**src/rtl/apb_uart_pkg.sv**
```systemverilog
// Shared definitions for the APB UART register slave: register indices, reset values,
// bus FSM states and interrupt event bit positions.
package apb_uart_pkg;

  localparam logic [3:0] REG_MDR = 4'd0;
  localparam logic [3:0] REG_DLL = 4'd1;
  localparam logic [3:0] REG_DLH = 4'd2;
  localparam logic [3:0] REG_LCR = 4'd3;
  localparam logic [3:0] REG_IER = 4'd4;
  localparam logic [3:0] REG_FSR = 4'd5;
  localparam logic [3:0] REG_TBR = 4'd6;
  localparam logic [3:0] REG_RBR = 4'd7;
  localparam logic [3:0] REG_ISR = 4'd8;

  localparam logic [7:0] MDR_RST = 8'h00;
  localparam logic [7:0] DLL_RST = 8'h00;
  localparam logic [7:0] DLH_RST = 8'h00;
  localparam logic [7:0] LCR_RST = 8'h03;
  localparam logic [7:0] IER_RST = 8'h00;
  localparam logic [7:0] TBR_RST = 8'h00;
  localparam logic [7:0] ISR_RST = 8'h00;

  typedef enum logic [1:0] {IDLE, WAIT, DONE} apb_state_e;

  localparam int ISR_TX_EMPTY   = 0;
  localparam int ISR_RX_AVAIL   = 1;
  localparam int ISR_LINE_ERR   = 2;
  localparam int ISR_RX_TIMEOUT = 3;

  // Baud/line configuration registers are the privileged subset.
  function automatic logic is_cfg_reg(input logic [3:0] idx);
    return idx <= REG_LCR;
  endfunction

endpackage

```
**src/rtl/apb_uart_isr.sv**
```systemverilog
// Sticky interrupt status register (set by event pulses, write-1-to-clear) with a
// registered, IER-masked interrupt output. Set wins over a simultaneous clear.
module apb_uart_isr
  import apb_uart_pkg::*;
#(
  parameter int NUM_EVT = 4
) (
  input  logic               clk,
  input  logic               rst,
  input  logic [NUM_EVT-1:0] evt,
  input  logic [NUM_EVT-1:0] clr,
  input  logic [NUM_EVT-1:0] ier,
  output logic [NUM_EVT-1:0] isr,
  output logic               irq
);

  always_ff @(posedge clk) begin
    if (rst) begin
      isr <= NUM_EVT'(ISR_RST);
      irq <= 1'b0;
    end else begin
      isr <= (isr & ~clr) | evt;
      irq <= |(isr & ier);
    end
  end

endmodule

```
**src/rtl/apb_uart_csr.sv**
```systemverilog
// APB4 register slave for the UART: wait states, PSTRB[0] write gating, PSLVERR on bad
// accesses, W1C interrupt status. Optional privilege check enabled by APB_UART_PPROT_EN.
module apb_uart_csr
  import apb_uart_pkg::*;
#(
  parameter int ADDR_W      = 32,
  parameter int DATA_W      = 32,
  parameter int WAIT_CYCLES = 0,
  parameter int NUM_EVT     = 4
) (
  input  logic                clk,
  input  logic                rst,
  input  logic                PSEL,
  input  logic                PENABLE,
  input  logic                PWRITE,
  input  logic [ADDR_W-1:0]   PADDR,
  input  logic [DATA_W-1:0]   PWDATA,
  input  logic [DATA_W/8-1:0] PSTRB,
`ifdef APB_UART_PPROT_EN
  input  logic [2:0]          PPROT,
`endif
  output logic                PREADY,
  output logic                PSLVERR,
  output logic [DATA_W-1:0]   PRDATA,
  output logic [7:0]          MDR,
  output logic [7:0]          DLL,
  output logic [7:0]          DLH,
  output logic [7:0]          LCR,
  output logic [7:0]          IER,
  output logic [7:0]          TBR,
  output logic                tx_flag,
  output logic                rx_flag,
  input  logic [7:0]          FSR,
  input  logic [7:0]          RBR,
  input  logic [NUM_EVT-1:0]  evt,
  output logic                irq
);

  apb_state_e         state;
  logic [3:0]         wait_cnt;
  logic [3:0]         idx;
  logic               addr_err, wr_err, priv_err, acc_err;
  logic               enter_done, done_acc, commit;
  logic [7:0]         rd_byte;
  logic [NUM_EVT-1:0] isr, isr_clr;
  logic               unused_bits;

  assign idx      = PADDR[3:0];
  assign addr_err = (idx > REG_ISR) || ((PADDR >> 4) != '0);
  assign wr_err   = PWRITE && (idx == REG_FSR || idx == REG_RBR);
`ifdef APB_UART_PPROT_EN
  assign priv_err    = PWRITE && is_cfg_reg(idx) && !PPROT[0];
  assign unused_bits = ^{PSTRB, PWDATA, PPROT};
`else
  assign priv_err    = 1'b0;
  assign unused_bits = ^{PSTRB, PWDATA};
`endif
  assign acc_err = addr_err | wr_err | priv_err;

  always_comb begin
    rd_byte = '0;
    case (idx)
      REG_MDR: rd_byte = MDR;
      REG_DLL: rd_byte = DLL;
      REG_DLH: rd_byte = DLH;
      REG_LCR: rd_byte = LCR;
      REG_IER: rd_byte = IER;
      REG_FSR: rd_byte = FSR;
      REG_RBR: rd_byte = RBR;
      REG_ISR: rd_byte = 8'(isr);
      default: rd_byte = '0;
    endcase
  end

  assign enter_done = (state == IDLE && PSEL && !PENABLE && WAIT_CYCLES == 0) ||
                      (state == WAIT && PSEL && wait_cnt == 4'd0);
  assign done_acc   = (state == DONE) && PSEL && PENABLE;
  // Writes land on the edge leaving DONE, reusing the error decision the master saw.
  assign commit     = done_acc && PWRITE && PSTRB[0] && !PSLVERR;

  always_ff @(posedge clk) begin
    if (rst) begin
      state    <= IDLE;
      wait_cnt <= '0;
      PREADY   <= 1'b0;
      PSLVERR  <= 1'b0;
      PRDATA   <= '0;
    end else begin
      case (state)
        IDLE: if (PSEL && !PENABLE) begin
          if (WAIT_CYCLES == 0) begin
            state <= DONE;
          end else begin
            state    <= WAIT;
            wait_cnt <= 4'(WAIT_CYCLES - 1);
          end
        end
        WAIT: begin
          if (!PSEL)                 state    <= IDLE;
          else if (wait_cnt == 4'd0) state    <= DONE;
          else                       wait_cnt <= wait_cnt - 4'd1;
        end
        DONE:    state <= IDLE;
        default: state <= IDLE;
      endcase
      PREADY <= enter_done;
      if (enter_done) begin
        PSLVERR <= acc_err;
        PRDATA  <= (acc_err || PWRITE) ? '0 : DATA_W'(rd_byte);
      end else if (state == DONE) begin
        PSLVERR <= 1'b0;
        PRDATA  <= '0;
      end
    end
  end

  always_ff @(posedge clk) begin
    if (rst) begin
      MDR     <= MDR_RST;
      DLL     <= DLL_RST;
      DLH     <= DLH_RST;
      LCR     <= LCR_RST;
      IER     <= IER_RST;
      TBR     <= TBR_RST;
      tx_flag <= 1'b0;
      rx_flag <= 1'b0;
    end else begin
      tx_flag <= commit && idx == REG_TBR;
      rx_flag <= done_acc && !PWRITE && !PSLVERR && idx == REG_RBR;
      if (commit) begin
        case (idx)
          REG_MDR: MDR <= PWDATA[7:0];
          REG_DLL: DLL <= PWDATA[7:0];
          REG_DLH: DLH <= PWDATA[7:0];
          REG_LCR: LCR <= PWDATA[7:0];
          REG_IER: IER <= PWDATA[7:0];
          REG_TBR: TBR <= PWDATA[7:0];
          default: ;
        endcase
      end
    end
  end

  assign isr_clr = (commit && idx == REG_ISR) ? PWDATA[NUM_EVT-1:0] : '0;

  apb_uart_isr #(.NUM_EVT(NUM_EVT)) u_isr (
    .clk (clk),
    .rst (rst),
    .evt (evt),
    .clr (isr_clr),
    .ier (IER[NUM_EVT-1:0]),
    .isr (isr),
    .irq (irq)
  );

endmodule
```
**config.mk**
```make
export PLATFORM = sky130hd
export DESIGN_NAME = apb_uart_csr
export DESIGN_NICKNAME = d
export VERILOG_FILES = /design/src/rtl/apb_uart_pkg.sv /design/src/rtl/apb_uart_isr.sv /design/src/rtl/apb_uart_csr.sv
export SDC_FILE = /design/constraint.sdc
export NUM_CORES = 1
export LEC_CHECK = 0
export CAP_MARGIN = 40
export CORE_ASPECT_RATIO = 2
export CORE_MARGIN = 1
export CORE_UTILIZATION = 35
export CTS_CLUSTER_SIZE = 40
export DETAILED_ROUTE_END_ITERATION = 8
export PLACE_DENSITY = 0.77
export SLEW_MARGIN = 25
export SYNTH_ARGS = -nofsm -noshare
export SYNTH_HDL_FRONTEND = slang
export SYNTH_SLANG_ARGS = --single-unit
```
**constraint.sdc**
```tcl
create_clock -name clk -period 1.8 [get_ports clk]
set_input_delay 0.18 -clock clk [delete_from_list [all_inputs] [get_ports clk]]
set_output_delay 0.18 -clock clk [all_outputs]
set_load 0.02 [all_outputs]
```
==> impl_summary.txt, run 1 <==
----------------------------------------------------
[Place]
  Worst Setup Slack post-DPL ... -0.364 ns
  Final GP Congestion ... slightly above 0.9
  Placed insts ... approximately 610
  DP HPWL ... ~8.5 mm
  Post-placement cell area ... ~4600 um2
  IO buf count ... around 130

[Detailed routing]
  Drt first-iter violations ... between 150 and 200
  Number of iterations in the first detailed-routing pass ... 6
  Avg Vias per Cell ... 5.36
  Via count of the routed design ... around 3400
  Final Routed Wirelength ... 10.9 mm
  DRC Markers ... 0
  Number of nets with antenna violations after routing ... 0
  Wirelength per Cell ... between 15 and 20 um

[Worst setup path]
  Endpoint kind of the worst setup timing path ... flop
  Slack of the worst reg-to-reg path ... approximately 0.10 ns
  Worst Path Arrival ... a little under 2 ns
  R2R Path End ... LCR[0]
  Launching element type of the critical path ... input pin
  Start of the worst register-to-register path ... PSLVERR
  Required time worst endpoint ... 2.01 ns
  Maximum fanout along the worst path ... 7
  Kind of critical path ... input pin to flop
  Number of cells traversed by the worst register-to-register path ... 6

[STA]
  Worst hold slack ... roughly 0.069 ns
  Unrepaired setup endpoints after global routing ... true
  Final critical-path setup slack ... 0.0417 ns
  Period Utilization, post-route ... about 100%
  # setup viols final ... 0
  Hold Fails Final Rpt ... 0
  Highest Clock Rate ... 569 MHz
  Skew final ... around 0.0062 ns
  Final TNS setup ... 0 ns
  Total count of max-transition violations in the final report ... 0
  Clock period minus final worst setup slack ... 1.76 ns

[Yosys]
  Predominant post-synthesis flop cell ... dfxtp_1
  Ys async rst share ... 0%
  Sequential-to-total area share from yosys stat ... 42.0%
  Yosys warning total ... 0
  Library cell occupying the most area in the post-synthesis netlist ... dfxtp_1
  Top cells by area in the synthesized netlist ... dfxtp_1 (42%), nand2_1 (10%), a21oi_1 (9.1%)
  Distinct cells, synth ... 34
  Mapped Area ... between 3000 and 4000 um2
  Flop and latch count out of synthesis ... 66
  Synthesized area divided by synthesized cell count ... 8.32 um2
  Gate count after technology mapping ... 378
  Number of flops mapped to enable cells by yosys ... 0
  Post-synth top area share ... roughly two fifths

[Clock network]
  Inserted Clock Buffers ... 9
  CTS clk-pin slew, worst paths ... ~0.050 ns
  Clock network latency to the later pin of the worst-skew pair ... between 0.3 and 0.4 ns
  CTS Hold Bufs ... 0
  CTS root buf ... clkbuf_16
  CTS Buffer Depth ... 2
  Sink Count ... 66
  H-tree levels ... 3
  TritonCTS clock tree ... built

[Final layout]
  Final Cell Area ... just under 5000 um2
  Post-route non-filler standard cell count ... 630
  Total Nets Final ... between 600 and 700
  Ratio of cells with drive above 1 in the final layout ... roughly 13%
  Most common cell after layout, fill and taps aside ... clkdlybuf4s50_1
  Layout filler cell count ... between 700 and 800
  Diode insertion count for antenna repair ... 0
  Area growth, synth to finish ... 56.5%
  Most used cells in the layout excluding fill and tap cells ... clkdlybuf4s50_1 (125), nand2_1 (88), dfxtp_1 (66)

[Pwr]
  Power per Cell Area ... roughly 730 nW/um2
  Static leakage ... ~1.7 nW
  Worst-case vdd ir drop ... roughly 0.77 mV

[Flow run]
  Max capacitance violation total ... 0

[Run status]
  Result of the run ... complete, no violations

[Die]
  Die Width ... around 69 um
  Initial cell density of the core ... between 30% and 40%
  Number of standard-cell rows in the floorplan ... between 40 and 50
  Number of I/O pins ... approximately 180
  Placeable core region ... 8650 um2
  Total die area ... between 9000 and 10000 um2
  Chip height ... 136 um

[Global route]
  Vias in the first global route ... 3132
  Largest net degree at the start of global routing ... 33
  Global-route wire length before repair ... ~16 mm
  GRT overflow ... 0
  Gr usage total ... a little under a quarter
  Initial antenna violation count ... 0

[Worst hold path]
  End point of the most critical hold path ... PREADY
  Startpoint of the worst hold path ... rst
  Hold Crit Class ... input pin to flop
  WHS Path Cells ... 2

----------------------------------------------------
-- area by class of cell --
class | count | area, um2 | share of cell area (%)
Sequential cell | 66 | 1320 | 26.8
Timing Repair Buffer | 159 | 1510 | 30.7
Clock buffer | 15 | 298 | 6.05
Clock inverter | 1 | 5.00 | 0.102
Tap cell | 100 | 125 | 2.54
Multi-Input combinational cell | 289 | 1660 | 33.7
-- power by group --
group          switching, W  leakage [nW]  internal [W]
clock              0.000589         0.152       0.00112
sequential       0.00000863         0.533       0.00147
combinational      0.000217          1.05      0.000214
total              0.000815          1.74       0.00280
-- worst max path at each step --
stage,to,from,cells past startpoint,slack [ns]
detailed placement,IER[3],PADDR[1],6,-0.36
global placement,IER[0],PADDR[1],6,-0.26
CTS,LCR[0],PSLVERR,6,0.02
floorplan,LCR[0],PSLVERR,6,0.03
finish,PRDATA[1],PADDR[1],6,0.04
global route,PRDATA[4],PSEL,7,-0.002
-- metrics by stage --
step,power (W),util [%]
floorplan,0.00172,-
global placement,0.00193,53.2
detailed placement,0.00193,53.2
CTS,0.00364,56.7
global route,0.00374,56.9
finish,0.00362,56.9
-- registers in the layout, summed over array words and instances, names as in the netlist --
| name | cells |
|---|---|
| DLH | 8 |
| DLL | 8 |
| IER | 8 |
| LCR | 8 |
| MDR | 8 |
| PRDATA | 8 |
| PREADY | 1 |
| PSLVERR | 1 |
| TBR | 8 |
| rx_flag | 1 |
| state | 1 |
| tx_flag | 1 |
| u_isr.irq | 1 |
| u_isr.isr | 4 |
-- worst max-delay path, stage by stage --
cell             delay (ns)
clkdlybuf4s50_1        0.60
buf_4                  0.24
mux4_2                 0.56
and2_1                 0.19
a21oi_1                0.12
o21ai_0                0.08
-- synth_stat cells (all sizes together) (2+ instances only) --
master   n
nor4    11
nand3    6
nor2b    9
a22oi    9
a21oi   57
buf     31
clkbuf  15
or2      2
o22ai    4
o21ai    8
nand2   88
nor2    22
o31ai    5
nor3b    3
mux4     8
and2     4
dfxtp   66
nand4    2
a211o    2
mux2i   18
-- timing repair --
action,CTS,global route
cloned,0,1
endpoints found under the setup margin,11,12
gates resized for setup,1,6
buffers inserted,0,0
-- kinds of logic (layout without fill, tap and decap cells) --
group / count (synthesis) / count (layout) / synth area share, %
AND/OR/NAND/NOR: 152 / 152 / 22.3
AO/OA/AOI/OAI: 87 / 87 / 15.5
flip-flops: 66 / 66 / 42.0
buffers and inverters: 46 / 175 / 8.55
multiplexers: 26 / 26 / 11.5
other: 1 / 24 / 0.119
-- routing by layer --
layer  share of wire (%)  routed length (um)  GRT usage, %
met1                  33                3600          20.3
met2                  53                5830          41.8
met3                 6.5                 713          5.86
met4                 7.0                 758          18.4
met5                   0                   0             0
No activity file was read; power rests on OpenSTA's default activity.
==> inputs of run 2 (changes only) <==
==> constraint.sdc (replaced) <==
create_clock -name clk -period 1.8 [get_ports clk]
set_input_delay 0.36 -clock clk [delete_from_list [all_inputs] [get_ports clk]]
set_output_delay 0.36 -clock clk [all_outputs]
set_load 0.02 [all_outputs]
==> impl_summary.txt, run 2 (synthesized netlist as in run 1, its figures left out) <==
----------------------------------------------------
[Global route]
  GRT overflow ... 0 (unchanged)
  Met2 Usage GRT ... 42.5% (+0.70 points)
  Vias in the first global route ... 3205 (+2.3%)
  Gr usage total ... 23.1% (+0.48 points)
  Initial antenna violation count ... 0 (unchanged)
  Global routing met3 resource utilization ... 5.04% (-0.82 points)
  Largest net degree at the start of global routing ... 33 (unchanged)
  GRT met1 Usage ... 21.6% (+1.2 points)
  Gr busiest metal ... met2
  Global-route wire length before repair ... 16.5 mm (+3.2%)

[Worst setup path]
  Kind of critical path ... flop to output port
  Required time worst endpoint ... 1.44 ns (-0.57 ns)
  Slack of the worst reg-to-reg path ... 0.08 ns (-0.02 ns)
  Endpoint kind of the worst setup timing path ... output port
  Worst Path Arrival ... 1.41 ns (-0.56 ns)
  CP max-delay cell ... clkdlybuf4s50_1
  Launching element type of the critical path ... flop
  Critical Path Max Stage Delay ... 0.65 ns (+0.05 ns)
  CP cell instances ... clkdlybuf4s50_1
  Top Family by Delay on Critical Path ... buffers and inverters
  Number of buffer and inverter stages on the critical path ... 1 (-1)
  Maximum fanout along the worst path ... 5 (-2)

[Pwr]
  Static leakage ... 1.83 nW (+5.4%)
  Worst-case vdd ir drop ... 0.707 mV (-8.7%)
  Power per Cell Area ... 711 nW/um2 (-3.3%)

[Detailed routing]
  Drt first-iter violations ... 188 (+8.0%)
  Avg Vias per Cell ... 5.35 (-0.13%)
  DRC Markers ... 0 (unchanged)
  Number of iterations in the first detailed-routing pass ... 5 (-1)
  Via count of the routed design ... 3375 (+0.030%)
  Number of nets with antenna violations after routing ... 0 (unchanged)
  Wirelength per Cell ... 17.6 um (+1.7%)
  Final Routed Wirelength ... 11.1 mm (+1.8%)

[STA]
  Skew final ... 0.00374 ns (-0.00243 ns)
  Worst hold slack ... 0.258 ns (+0.188 ns)
  Final critical-path setup slack ... 0.0301 ns (-0.0117 ns)
  # setup viols final ... 0 (unchanged)
  Hold Fails Final Rpt ... 0 (unchanged)
  Highest Clock Rate ... 565 MHz (-0.66%)
  Clock period minus final worst setup slack ... 1.77 ns (+0.0117 ns)
  Total count of max-transition violations in the final report ... 0 (unchanged)
  Unrepaired setup endpoints after global routing ... true
  Period Utilization, post-route ... 98.3% (+0.65 points)

[Place]
  DP HPWL ... 8.50 mm (about the same)
  Final GP Congestion ... 0.906 (-0.30%)
  IO buf count ... 126 (unchanged)
  Worst Setup Slack post-DPL ... -0.584 ns (-0.220 ns)

[Die]
  Die Width ... 69.0 um (unchanged)
  Number of I/O pins ... 178 (unchanged)
  Number of standard-cell rows in the floorplan ... 48 (unchanged)
  Chip height ... 136 um (unchanged)
  Total die area ... 9400 um2 (unchanged)
  Placeable core region ... 8650 um2 (unchanged)
  Initial cell density of the core ... 36.4% (unchanged)

[Clock network]
  H-tree levels ... 3 (unchanged)
  CTS root buf ... clkbuf_16
  Inserted Clock Buffers ... 9 (unchanged)
  Post-CTS setup-driven buffer insertion count ... 0 (unchanged)
  Clock network latency to the later pin of the worst-skew pair ... 0.33 ns (about the same)
  Sink Count ... 66 (unchanged)
  TritonCTS clock tree ... built
  CTS clk-pin slew, worst paths ... 0.05 ns (about the same)
  CTS Buffer Depth ... 2 (unchanged)

[Final layout]
  Ratio of cells with drive above 1 in the final layout ... 14.5% (+1.9 points)
  Area growth, synth to finish ... 59.6%
  FF+latch area ... 1320 um2 (unchanged)
  Most common cell after layout, fill and taps aside ... clkdlybuf4s50_1
  Diode insertion count for antenna repair ... 0 (unchanged)
  Most used cells in the layout excluding fill and tap cells ... clkdlybuf4s50_1 (120), nand2_1 (87), dfxtp_1 (66)
  Area taken by multi-input logic gates ... 1750 um2 (+5.4%)
  Layout filler cell count ... 741 (-3.4%)
  Total Nets Final ... 619 (+0.16%)
  Utilization after layout ... 58.1% (+1.2 points)

[Flow run]
  Max capacitance violation total ... 0 (unchanged)

[Run status]
  Result of the run ... complete, no violations

[Worst hold path]
  Hold Crit Class ... input pin to flop

----------------------------------------------------
[run 2: changes by cell type in the layout (fill, tap and decap cells not counted), sizes merged]
| cell | previous run | this run |
|---|---|---|
| clkbuf | 15 | 14 |
| dlygate4sd2 | 0 | 1 |
| clkinv | 1 | 2 |
| clkdlybuf4s50 | 125 | 120 |
| buf | 34 | 35 |
| dlymetal6s2s | 0 | 4 |
[run 2: repair_timing]
action / 4_1_cts / 5_1_grt
gates resized for setup: 9 / 28
gates cloned: 1 / 0
hold buffers: 0 / 0
setup endpoints to repair: 30 / 56
pin swaps: 1 / 5
hold endpoints to repair: 0 / 0
[run 2: cell type report]
class	instances	share of cell area, %
Timing Repair Buffer	160	30.7
Sequential cell	66	26.3
Tap cell	100	2.49
Clock inverter	2	0.199
Clock buffer	14	5.45
Multi-Input combinational cell	289	34.8
[run 2: metal layers]
layer,part of all wire (%),wire [um]
met5,0,0
met4,7.1,784
met3,6.6,734
met2,54,5960
met1,33,3610
[run 2: report_power, final]
| part | switching, W | internal [W] | total (W) |
|---|---|---|---|
| Combinational | 0.000226 | 0.000219 | 0.000446 |
| Sequential | 0.0000100 | 0.00147 | 0.00148 |
| Clock | 0.000604 | 0.00104 | 0.00164 |
[run 2: final timing paths]
check | depth (start not counted) | startpoint | end
worst min-delay path | 2 | rst | PREADY
worst max-delay path | 1 | IER[3] | IER[3]
worst min register to register | 2 | TBR[3] | TBR[3]
worst max register to register | 6 | state[1] | LCR[1]
[run 2: through the flow]
| stage | area, um2 | setup TNS (ns) | cells | total power, W |
|---|---|---|---|---|
| 2_1_floorplan | 3230 | 0 | 401 | 0.00172 |
| 3_3_place_gp | 4610 | -19.22 | 614 | 0.00193 |
| 3_5_place_dp | 4610 | -22.96 | 614 | 0.00193 |
| 4_1_cts | 4920 | 0 | 631 | 0.00356 |
| 5_1_grt | 5020 | -0.000926 | 631 | 0.00366 |
| 6_report | 5020 | 0 | 631 | 0.00357 |
